File: config.mk
export PLATFORM = sky130hd
export DESIGN_NAME = lab2_proc_imul_iter
export DESIGN_NICKNAME = d
export VERILOG_FILES = /design/src/rtl/lab2_proc_imul_pkg.sv /design/src/rtl/lab2_proc_imul_iter_dpath.sv /design/src/rtl/lab2_proc_imul_iter.sv
export SDC_FILE = /design/constraint.sdc
export NUM_CORES = 1
export LEC_CHECK = 0
export ABC_AREA = 1
export BUFFER_PORTS_ARGS = -buffer_cell sky130_fd_sc_hd__buf_2
export CAP_MARGIN = 20
export CORE_UTILIZATION = 32
export CTS_BUF_LIST = sky130_fd_sc_hd__clkbuf_8 sky130_fd_sc_hd__clkbuf_16
export CTS_CLUSTER_SIZE = 40
export DETAILED_ROUTE_END_ITERATION = 6
export PLACE_DENSITY = 0.56
export SYNTH_ARGS = -nofsm -noshare
export SYNTH_HDL_FRONTEND = slang
export SYNTH_SLANG_ARGS = --single-unit
export TNS_END_PERCENT = 30
File: constraint.sdc
create_clock -name clk -period 1.95 [get_ports clk]
set_clock_uncertainty 0.15 [all_clocks]
set_input_delay 0.585 -clock clk [delete_from_list [all_inputs] [get_ports clk]]
set_output_delay 0.585 -clock clk [all_outputs]
set_load 0.05 [all_outputs]
File: src/rtl/lab2_proc_imul_pkg.sv
// ============================================================================
// Module   : lab2_proc_imul_pkg
// Purpose  : Shared types and constants for the iterative integer multiplier.
// Revision : 1.0 - initial release
// ============================================================================
`default_nettype none

package lab2_proc_imul_pkg;

    localparam int c_imul_nbits = 32;
    localparam int c_imul_cnt_w = 5;

    typedef enum logic [1:0] {
        IDLE = 2'd0,
        CALC = 2'd1,
        DONE = 2'd2
    } imul_state_e;

    typedef struct packed {
        logic [c_imul_nbits-1:0] a;
        logic [c_imul_nbits-1:0] b;
    } imul_req_t;

endpackage

`default_nettype wire

File: src/rtl/lab2_proc_imul_iter_dpath.sv
// ============================================================================
// Module   : lab2_proc_imul_iter_dpath
// Purpose  : Shift-add datapath: operand shifters, accumulator and adder.
// Revision : 1.0 - initial release
// ============================================================================
`default_nettype none

module lab2_proc_imul_iter_dpath #(
    parameter int p_nbits = 32
) (
    input  logic               clk,
    input  logic               reset,
    input  logic               load,
    input  logic               step,
    input  logic [p_nbits-1:0] a_in,
    input  logic [p_nbits-1:0] b_in,
    output logic [p_nbits-1:0] result,
    output logic               b_lsb,
    output logic               b_is_zero
);

    logic [p_nbits-1:0] a_reg_q, a_reg_d;
    logic [p_nbits-1:0] b_reg_q, b_reg_d;
    logic [p_nbits-1:0] result_reg_q, result_reg_d;

    always_comb begin
        a_reg_d      = a_reg_q;
        b_reg_d      = b_reg_q;
        result_reg_d = result_reg_q;
        if (load) begin
            a_reg_d      = a_in;
            b_reg_d      = b_in;
            result_reg_d = '0;
        end else if (step) begin
            // Carry out of the accumulator is dropped: only the low bits matter.
            if (b_reg_q[0]) begin
                result_reg_d = result_reg_q + a_reg_q;
            end
            a_reg_d = a_reg_q << 1;
            b_reg_d = b_reg_q >> 1;
        end
    end

    always_ff @(posedge clk or negedge reset) begin
        if (!reset) begin
            a_reg_q      <= '0;
            b_reg_q      <= '0;
            result_reg_q <= '0;
        end else begin
            a_reg_q      <= a_reg_d;
            b_reg_q      <= b_reg_d;
            result_reg_q <= result_reg_d;
        end
    end

    assign result    = result_reg_q;
    assign b_lsb     = b_reg_q[0];
    // Looks one step ahead: true when this step's shift leaves b empty.
    assign b_is_zero = ((b_reg_q >> 1) == '0);

endmodule

`default_nettype wire

File: src/rtl/lab2_proc_imul_iter.sv
// ============================================================================
// Module   : lab2_proc_imul_iter
// Purpose  : Iterative 32-bit multiplier (low product bits), val/rdy streams,
//            squashable via cancel. Optional macro LAB2_PROC_IMUL_EARLY_EXIT_EN
//            ends the loop once the remaining multiplier bits are all zero.
// Revision : 1.0 - initial release
// ============================================================================
`default_nettype none

module lab2_proc_imul_iter
    import lab2_proc_imul_pkg::*;
#(
    parameter int p_nbits = c_imul_nbits
) (
    input  logic                 clk,
    input  logic                 reset,
    input  logic                 req_val,
    output logic                 req_rdy,
    input  logic [2*p_nbits-1:0] req_msg,
    output logic                 resp_val,
    input  logic                 resp_rdy,
    output logic [p_nbits-1:0]   resp_msg,
    input  logic                 cancel
);

    imul_state_e             state_q, state_d;
    logic [c_imul_cnt_w-1:0] count_q, count_d;
    logic                    load;
    logic                    step;
    logic                    calc_last;
    logic [p_nbits-1:0]      result;
    logic                    b_lsb;
    logic                    b_is_zero;
    logic                    unused_status;

`ifdef LAB2_PROC_IMUL_EARLY_EXIT_EN
    assign calc_last     = (count_q == '1) || b_is_zero;
    assign unused_status = b_lsb;
`else
    assign calc_last     = (count_q == '1);
    assign unused_status = b_lsb ^ b_is_zero;
`endif

    always_comb begin
        state_d  = state_q;
        count_d  = count_q;
        load     = 1'b0;
        step     = 1'b0;
        req_rdy  = 1'b0;
        resp_val = 1'b0;
        case (state_q)
            IDLE: begin
                req_rdy = !cancel;
                if (req_val && !cancel) begin
                    load    = 1'b1;
                    count_d = '0;
                    state_d = CALC;
                end
            end
            CALC: begin
                step    = 1'b1;
                count_d = count_q + 1'b1;
                if (calc_last) begin
                    state_d = DONE;
                end
            end
            DONE: begin
                resp_val = !cancel;
                if (resp_rdy) begin
                    state_d = IDLE;
                end
            end
            default: state_d = IDLE;
        endcase
        // A squash overrides any handshake in the same cycle.
        if (cancel) begin
            state_d = IDLE;
        end
        if (!reset) begin
            req_rdy  = 1'b0;
            resp_val = 1'b0;
        end
    end

    always_ff @(posedge clk or negedge reset) begin
        if (!reset) begin
            state_q <= IDLE;
            count_q <= '0;
        end else begin
            state_q <= state_d;
            count_q <= count_d;
        end
    end

    lab2_proc_imul_iter_dpath #(
        .p_nbits (p_nbits)
    ) u_dpath (
        .clk       (clk),
        .reset     (reset),
        .load      (load),
        .step      (step),
        .a_in      (req_msg[2*p_nbits-1:p_nbits]),
        .b_in      (req_msg[p_nbits-1:0]),
        .result    (result),
        .b_lsb     (b_lsb),
        .b_is_zero (b_is_zero)
    );

    assign resp_msg = resp_val ? result : '0;

endmodule

`default_nettype wire

==> summary.md, run 1 <==
| Metric | Value |
|---|---|
| Vias in the first global route | approximately 6,800 |
| CORE AREA | 21,200 µm² |
| Syn Inst Count | about 1,000 |
| Least-Margin Pin Slew | between 700 and 800 ps |
| WHS Path Cells | 3 |
| Reg2Reg Capture Point | u_dpath.result[18] |
| Worst setup margin | -562 ps |
| Die area | 22,300 µm² |
| Layout net count | between 1,000 and 1,500 |
| Failing checks | negative setup slack |
| Initial detailed-routing violation count | 365 |
| # rows | 53 |
| Post-Syn Area | roughly 6900 µm² |
| CTS Root Cell | clkbuf_16 |
| Post-Syn Nets | ~1,100 |
| Die X | about 150 µm |
| Synth cell count leaders | 299 x nand2_1, 215 x inv_1, 115 x o21ai_0 |
| #FFs+latches synth | approximately 100 |
| Final setup viols | 42 |
| N_diodes | 0 |
| Req. time, crit path | roughly 1200 ps |
| CP arrival | around 1800 ps |
| Min-Delay Startpoint | req_msg[25] |
| Clock Latency Late Sink | between 300 and 400 ps |
| Minimum clock period | ~2500 ps |
| Yosys top cell area share | 0.372 |
| RePlAce Congestion | just under 0.9 |
| Top-level I/O count | 103 |
| PortBufs | approximately 100 |
| Worst Setup End Kind | primary output |
| Largest net degree at the start of global routing | 66 |
| Final ANT Viol Nets | 0 |
| Top FF cell, synth | dfrtp_1 |
| DR pass1 iterations | 4 |
| Mean post-synth cell area | 6.75 µm² |
| R2r worst-path depth | 10 |
| CTS H-tree depth | 3 |
| Netlist cell types | 32 |
| Hold WC Path Type | in2reg |
| Leak | 4.93 nW |
| Initial antenna violation count | 2 |
| Hold slack final | 281 ps |
| Starting Density | 0.328 |
| First-pass GRT wire length | 33,100 µm |
| Gr ovfl total | 0 |
| R2r startpoint | u_dpath.a_reg_q[0] |
| R2R Setup Slk | -80 ps |
| Cts bufs inserted | 9 |
| Synth top area cells | dfrtp_1 37%, nand2_1 16%, inv_1 12% |
| Die H | 149 µm |
| Dominant cell type by area after synthesis | dfrtp_1 |
| Maximum Capacitance Violations | 0 |
| Clock Path Buffers | 2 |
| Drt drc | 0 |
| DP Wirelength | ~15,000 µm |
| Post-DR vias/cell | roughly 4.6 |
| Hold Crit Endpoint | u_dpath.b_reg_q[25] |
| Layout cells sized above 1 | 0.270 |
| Worst slack, placed | -639 ps |
| WL per Instance | around 14 µm |
| Setup bufs post-CTS | 0 |
| Number of synthesized flops with an enable pin | 0 |
| Period utilization | 1.29 |
| Final Max Slew Viols | 0 |
| Status | finished, violations left |
| Ys async rst share | 1.00 |
| Total track usage | 0.190 |
| Fmax | approximately 400 MHz |
| Routed Wire Length | approximately 21,000 µm |
| Clk slew on worst S/H paths | around 80 ps |
| Most common cell in the netlist | nand2_1 |
| Via count | roughly 6,800 |
| WS Path Type | reg2out |
| CTS tree | yes |
| Area growth from synthesis to layout | 40.0% |
| Pwr dens | 1270 nW/µm² |
| Synthesis warning total | 0 |
| Startpoint Class | flip-flop |
| Sequential area share after synthesis | 0.372 |
| RSZ-0062 raised after global routing | true |
| Max_slew headroom | 0.506 |
| Final-report hold violation count | 0 |
| CP Max Fanout | 16 |
| VDD IR-drop max | between 0.6 and 0.7 mV |
| Sink Count | approximately 100 |
-- power breakdown --
part / total [mW] / switching [mW] / internal, mW
Sequential: 3.69 / 0.690 / 3.01
Clock: 2.01 / 0.970 / 1.04
Combinational: 6.66 / 3.73 / 2.93
Total: 12.4 / 5.39 / 6.98
-- cells by family (layout without fill, tap and decap cells) --
logic type / Yosys count / in the layout / share of synthesized area
and+or+nand+nor: 433 / 433 / 0.251
buffers and inverters: 251 / 431 / 0.142
AOI/OAI and AO/OA: 201 / 201 / 0.166
DFF: 103 / 103 / 0.372
adders and majority gates: 34 / 34 / 0.0624
xor gates and xnor gates: 5 / 5 / 0.00632
-- stage by stage --
stage / cell area [µm²] / utilization / setup TNS, ps / total power, mW / instances
after detailed placement: 8660 / 0.409 / -36490 / 9.50 / 1464
after CTS: 9310 / 0.440 / -20660 / 12.0 / 1480
after floorplan: 7220 / - / -24590 / 7.18 / 1027
after global placement: 8660 / 0.409 / -33910 / 9.41 / 1464
after global routing: 9710 / 0.459 / -22930 / 13.4 / 1482
final: 9710 / 0.459 / -17720 / 12.4 / 1482
-- worst max-delay path by stage --
stage | from | endpoint | slack [ps] | depth (start not counted)
after floorplan | reset | resp_msg[10] | -790 | 5
after global placement | reset | resp_msg[10] | -600 | 7
after detailed placement | reset | resp_msg[10] | -640 | 7
after CTS | state_q[0] | resp_msg[21] | -640 | 5
after global routing | state_q[0] | resp_msg[21] | -640 | 5
final | state_q[0] | resp_msg[11] | -560 | 5
-- cells in the final DEF (no fill, tap or decap), types with 6 or more instances in the layout --
cell,Yosys,routed
a21oi_1,30,21
a21oi_2,0,9
buf_12,0,6
buf_2,12,67
buf_4,3,90
buf_6,2,18
buf_8,0,11
clkbuf_16,0,10
dfrtp_1,103,103
ha_1,33,11
ha_4,0,21
inv_1,215,213
nand2_1,299,283
nand2_2,0,15
nand3_1,39,31
nand3_2,0,7
nor2_1,78,35
nor2_2,0,10
nor2_4,4,37
o21ai_0,115,110
o21ai_1,11,15
o221ai_1,31,31
-- layout make-up --
type / count / area (µm²)
clock inverters: 7 / 96.3
inverters: 221 / 847
clock buffers: 9 / 225
multi-input cells: 673 / 4070
well taps: 275 / 344
repair buffers: 194 / 1550
fillers: 2128 / 11400
flip-flops and latches: 103 / 2580
-- worst max-delay path, stage by stage, from the launching register on --
cell and delay [ps]:
dfrtp_1 420, nor4_4 340, inv_4 130, buf_16 210
nor2_4 140, buf_8 150
-- registers in the layout, summed over array words and instances, names as in the netlist --
register         count
count_q              5
u_dpath.a_reg_q     32
u_dpath.b_reg_q     32
u_dpath.result      32
state_q              2
-- routing by layer --
| layer | GRT usage | wire length [µm] |
|---|---|---|
| met1 | 0.252 | 9750 |
| met2 | 0.316 | 9880 |
| met3 | 0.0367 | 960 |
| met4 | 0.0449 | 191 |
| met5 | 0 | 12 |
-- repair_timing --
item	CTS	global route
endpoints found under the setup margin	60	96
hold buffers	0	0
cloned	0	2
hold endpoints to repair	0	0
pin swaps	4	7
resized for setup	68	87
Note: power is estimated with default switching activity, not from simulation.
==> run 2, diff against run 1 <==
CTS_BUF_LIST = sky130_fd_sc_hd__clkbuf_8   (was sky130_fd_sc_hd__clkbuf_8 sky130_fd_sc_hd__clkbuf_16)
==> summary.md, run 2 (synthesis results as in run 1) <==
| Metric | Value |
|---|---|
| Status | finished, violations left |
| Failing checks | negative setup slack |
| CTS Hold Bufs | 0 (unchanged) |
| Most frequent cells in the layout | 279 x nand2_1, 213 x inv_1, 108 x o21ai_0, 101 x dfrtp_1, 91 x buf_4 |
| Pwr dens | 1240 nW/µm² (-2.7%) |
| Die area | 22,300 µm² (unchanged) |
| Worst setup margin | -601 ps (-38.6 ps) |
| Worst slack, placed | -639 ps (unchanged) |
| PortBufs | 102 (unchanged) |
| Total track usage | 0.190 (+0.000263) |
| Die X | 149 µm (unchanged) |
| Startpoint Class | flip-flop |
| Clock Path Buffers | 2 (unchanged) |
| RSZ-0062 raised after global routing | true |
| CP arrival | 1820 ps (+40 ps) |
| Max_slew headroom | 0.510 (+0.00416) |
| Req. time, crit path | 1210 ps (about the same) |
| Period utilization | 1.31 (+0.0198) |
| Maximum Capacitance Violations | 0 (unchanged) |
| CORE AREA | 21,200 µm² (unchanged) |
| Initial antenna violation count | 3 (+1) |
| WL per Instance | 14.0 µm (-0.29%) |
| R2r startpoint | u_dpath.a_reg_q[6] |
| R2R Setup Slk | -60 ps (+20 ps) |
| CTS Root Cell | clkbuf_8 |
| CTS H-tree depth | 3 (unchanged) |
| Starting Density | 0.328 (unchanged) |
| Layout net count | 1,305 (unchanged) |
| Sink Count | 103 (unchanged) |
| Clk slew on worst S/H paths | 120 ps (+40 ps) |
| Fill count | 2,122 (-0.28%) |
| Leak | 4.89 nW (-0.69%) |
| Power, Total | 11.9 mW (-3.4%) |
| CP endpoint | resp_msg[11] |
| Drt drc | 0 (unchanged) |
| Minimum clock period | 2550 ps (+38.6 ps) |
| Fmax | 392 MHz (-1.5%) |
| N_diodes | 0 (unchanged) |
| Hold slack final | 239 ps (-42.5 ps) |
| Final Max Slew Viols | 0 (unchanged) |
| Final ANT Viol Nets | 0 (unchanged) |
| Vias in the first global route | 6,743 (-0.10%) |
| Largest net degree at the start of global routing | 66 (unchanged) |
| Fin Setup TNS | -19,200 ps (-1480 ps) |
| RePlAce Congestion | 0.865 (unchanged) |
| CP Max Fanout | 16 (unchanged) |
| Clock Latency Late Sink | 400 ps (+40 ps) |
| DR pass1 iterations | 5 (+1) |
| VDD IR-drop max | 0.486 mV (-25%) |
| Area growth from synthesis to layout | 38.9% |
| Gr ovfl total | 0 (unchanged) |
| Layout cells sized above 1 | 0.275 (+0.00497) |
| Final-report hold violation count | 0 (unchanged) |
| Via count | 6,887 (+0.57%) |
| Area of the multi-input gates | 4100 µm² (+0.77%) |
| Post-DR vias/cell | 4.65 (+0.57%) |
| Critical path startpoint | state_q[0] |
| Die H | 149 µm (unchanged) |
| Initial detailed-routing violation count | 319 (-13%) |
| Final setup viols | 46 (+9.5%) |
| Most common cell after layout, fill and taps aside | nand2_1 |
| Least-Margin Pin Slew | 734 ps (-6.24 ps) |
| Cts bufs inserted | 9 (unchanged) |
| Worst Setup End Kind | primary output |
| Hold WC Path Type | in2reg |
| DP Wirelength | 15,300 µm (unchanged) |
| # rows | 53 (unchanged) |
| First-pass GRT wire length | 33,100 µm (about the same) |
| Routed Wire Length | 20,700 µm (-0.29%) |
| Top-level I/O count | 103 (unchanged) |
| Reg2Reg Capture Point | u_dpath.result[24] |
| CTS tree | yes |
| R2r worst-path depth | 12 (+2) |
| Sequential cell area | 2580 µm² (about the same) |
| WS Path Type | reg2out |
-- run 2: cell counts in the layout (fill, tap and decap cells not counted) --
Identical to the previous run, type by type.
-- run 2: power by group --
group          total (mW)  switching (mW)  internal [mW]
logic                6.71            3.74           2.96
clock network        1.55           0.913          0.635
registers            3.69           0.689           3.00
-- run 2: final cells by class --
cell class	count	area share
timing repair buffer	194	0.161
clock buffer	9	0.0129
sequential	103	0.268
multi-input combinational	673	0.425
clock inverter	7	0.0100
inverter	221	0.0879
tap	275	0.0357
-- run 2: worst min-delay path by stage --
stage | start | to | slack (ps) | cells past startpoint
CTS | req_msg[53] | u_dpath.a_reg_q[21] | 220 | 3
global placement | count_q[4] | count_q[4] | 340 | 1
global route | req_msg[54] | u_dpath.a_reg_q[22] | 230 | 3
detailed placement | count_q[4] | count_q[4] | 340 | 1
floorplan | reset | count_q[0] | 140 | 0
finish | req_msg[25] | u_dpath.b_reg_q[25] | 240 | 3
-- run 2: metrics by stage --
stage | std cells | utilization | area (µm²)
6_report | 1482 | 0.456 | 9640
5_1_grt | 1482 | 0.456 | 9640
4_1_cts | 1480 | 0.436 | 9220
3_5_place_dp | 1464 | 0.409 | 8660
3_3_place_gp | 1464 | 0.409 | 8660
2_1_floorplan | 1027 | - | 7220
-- run 2: per-layer routing --
layer | vias up | part of all wire | track usage
li1 | 3575 | - | -
met1 | 3128 | 0.46 | 0.250
met2 | 150 | 0.47 | 0.316
met3 | 30 | 0.058 | 0.0422
met4 | 4 | 0.016 | 0.0439
met5 | - | 0.00087 | 0
-- run 2: critical path: stages, from the launching register on --
cell     delay, ps
dfrtp_1        430
nor4_4         350
inv_4          120
buf_16         210
nor2_4         140
buf_8          150
-- run 2: repair_timing --
item	in CTS	in global routing
setup endpoints to repair	60	61
buffers inserted	0	0
pin swaps	5	9
resized for setup	72	93
gates cloned	0	2
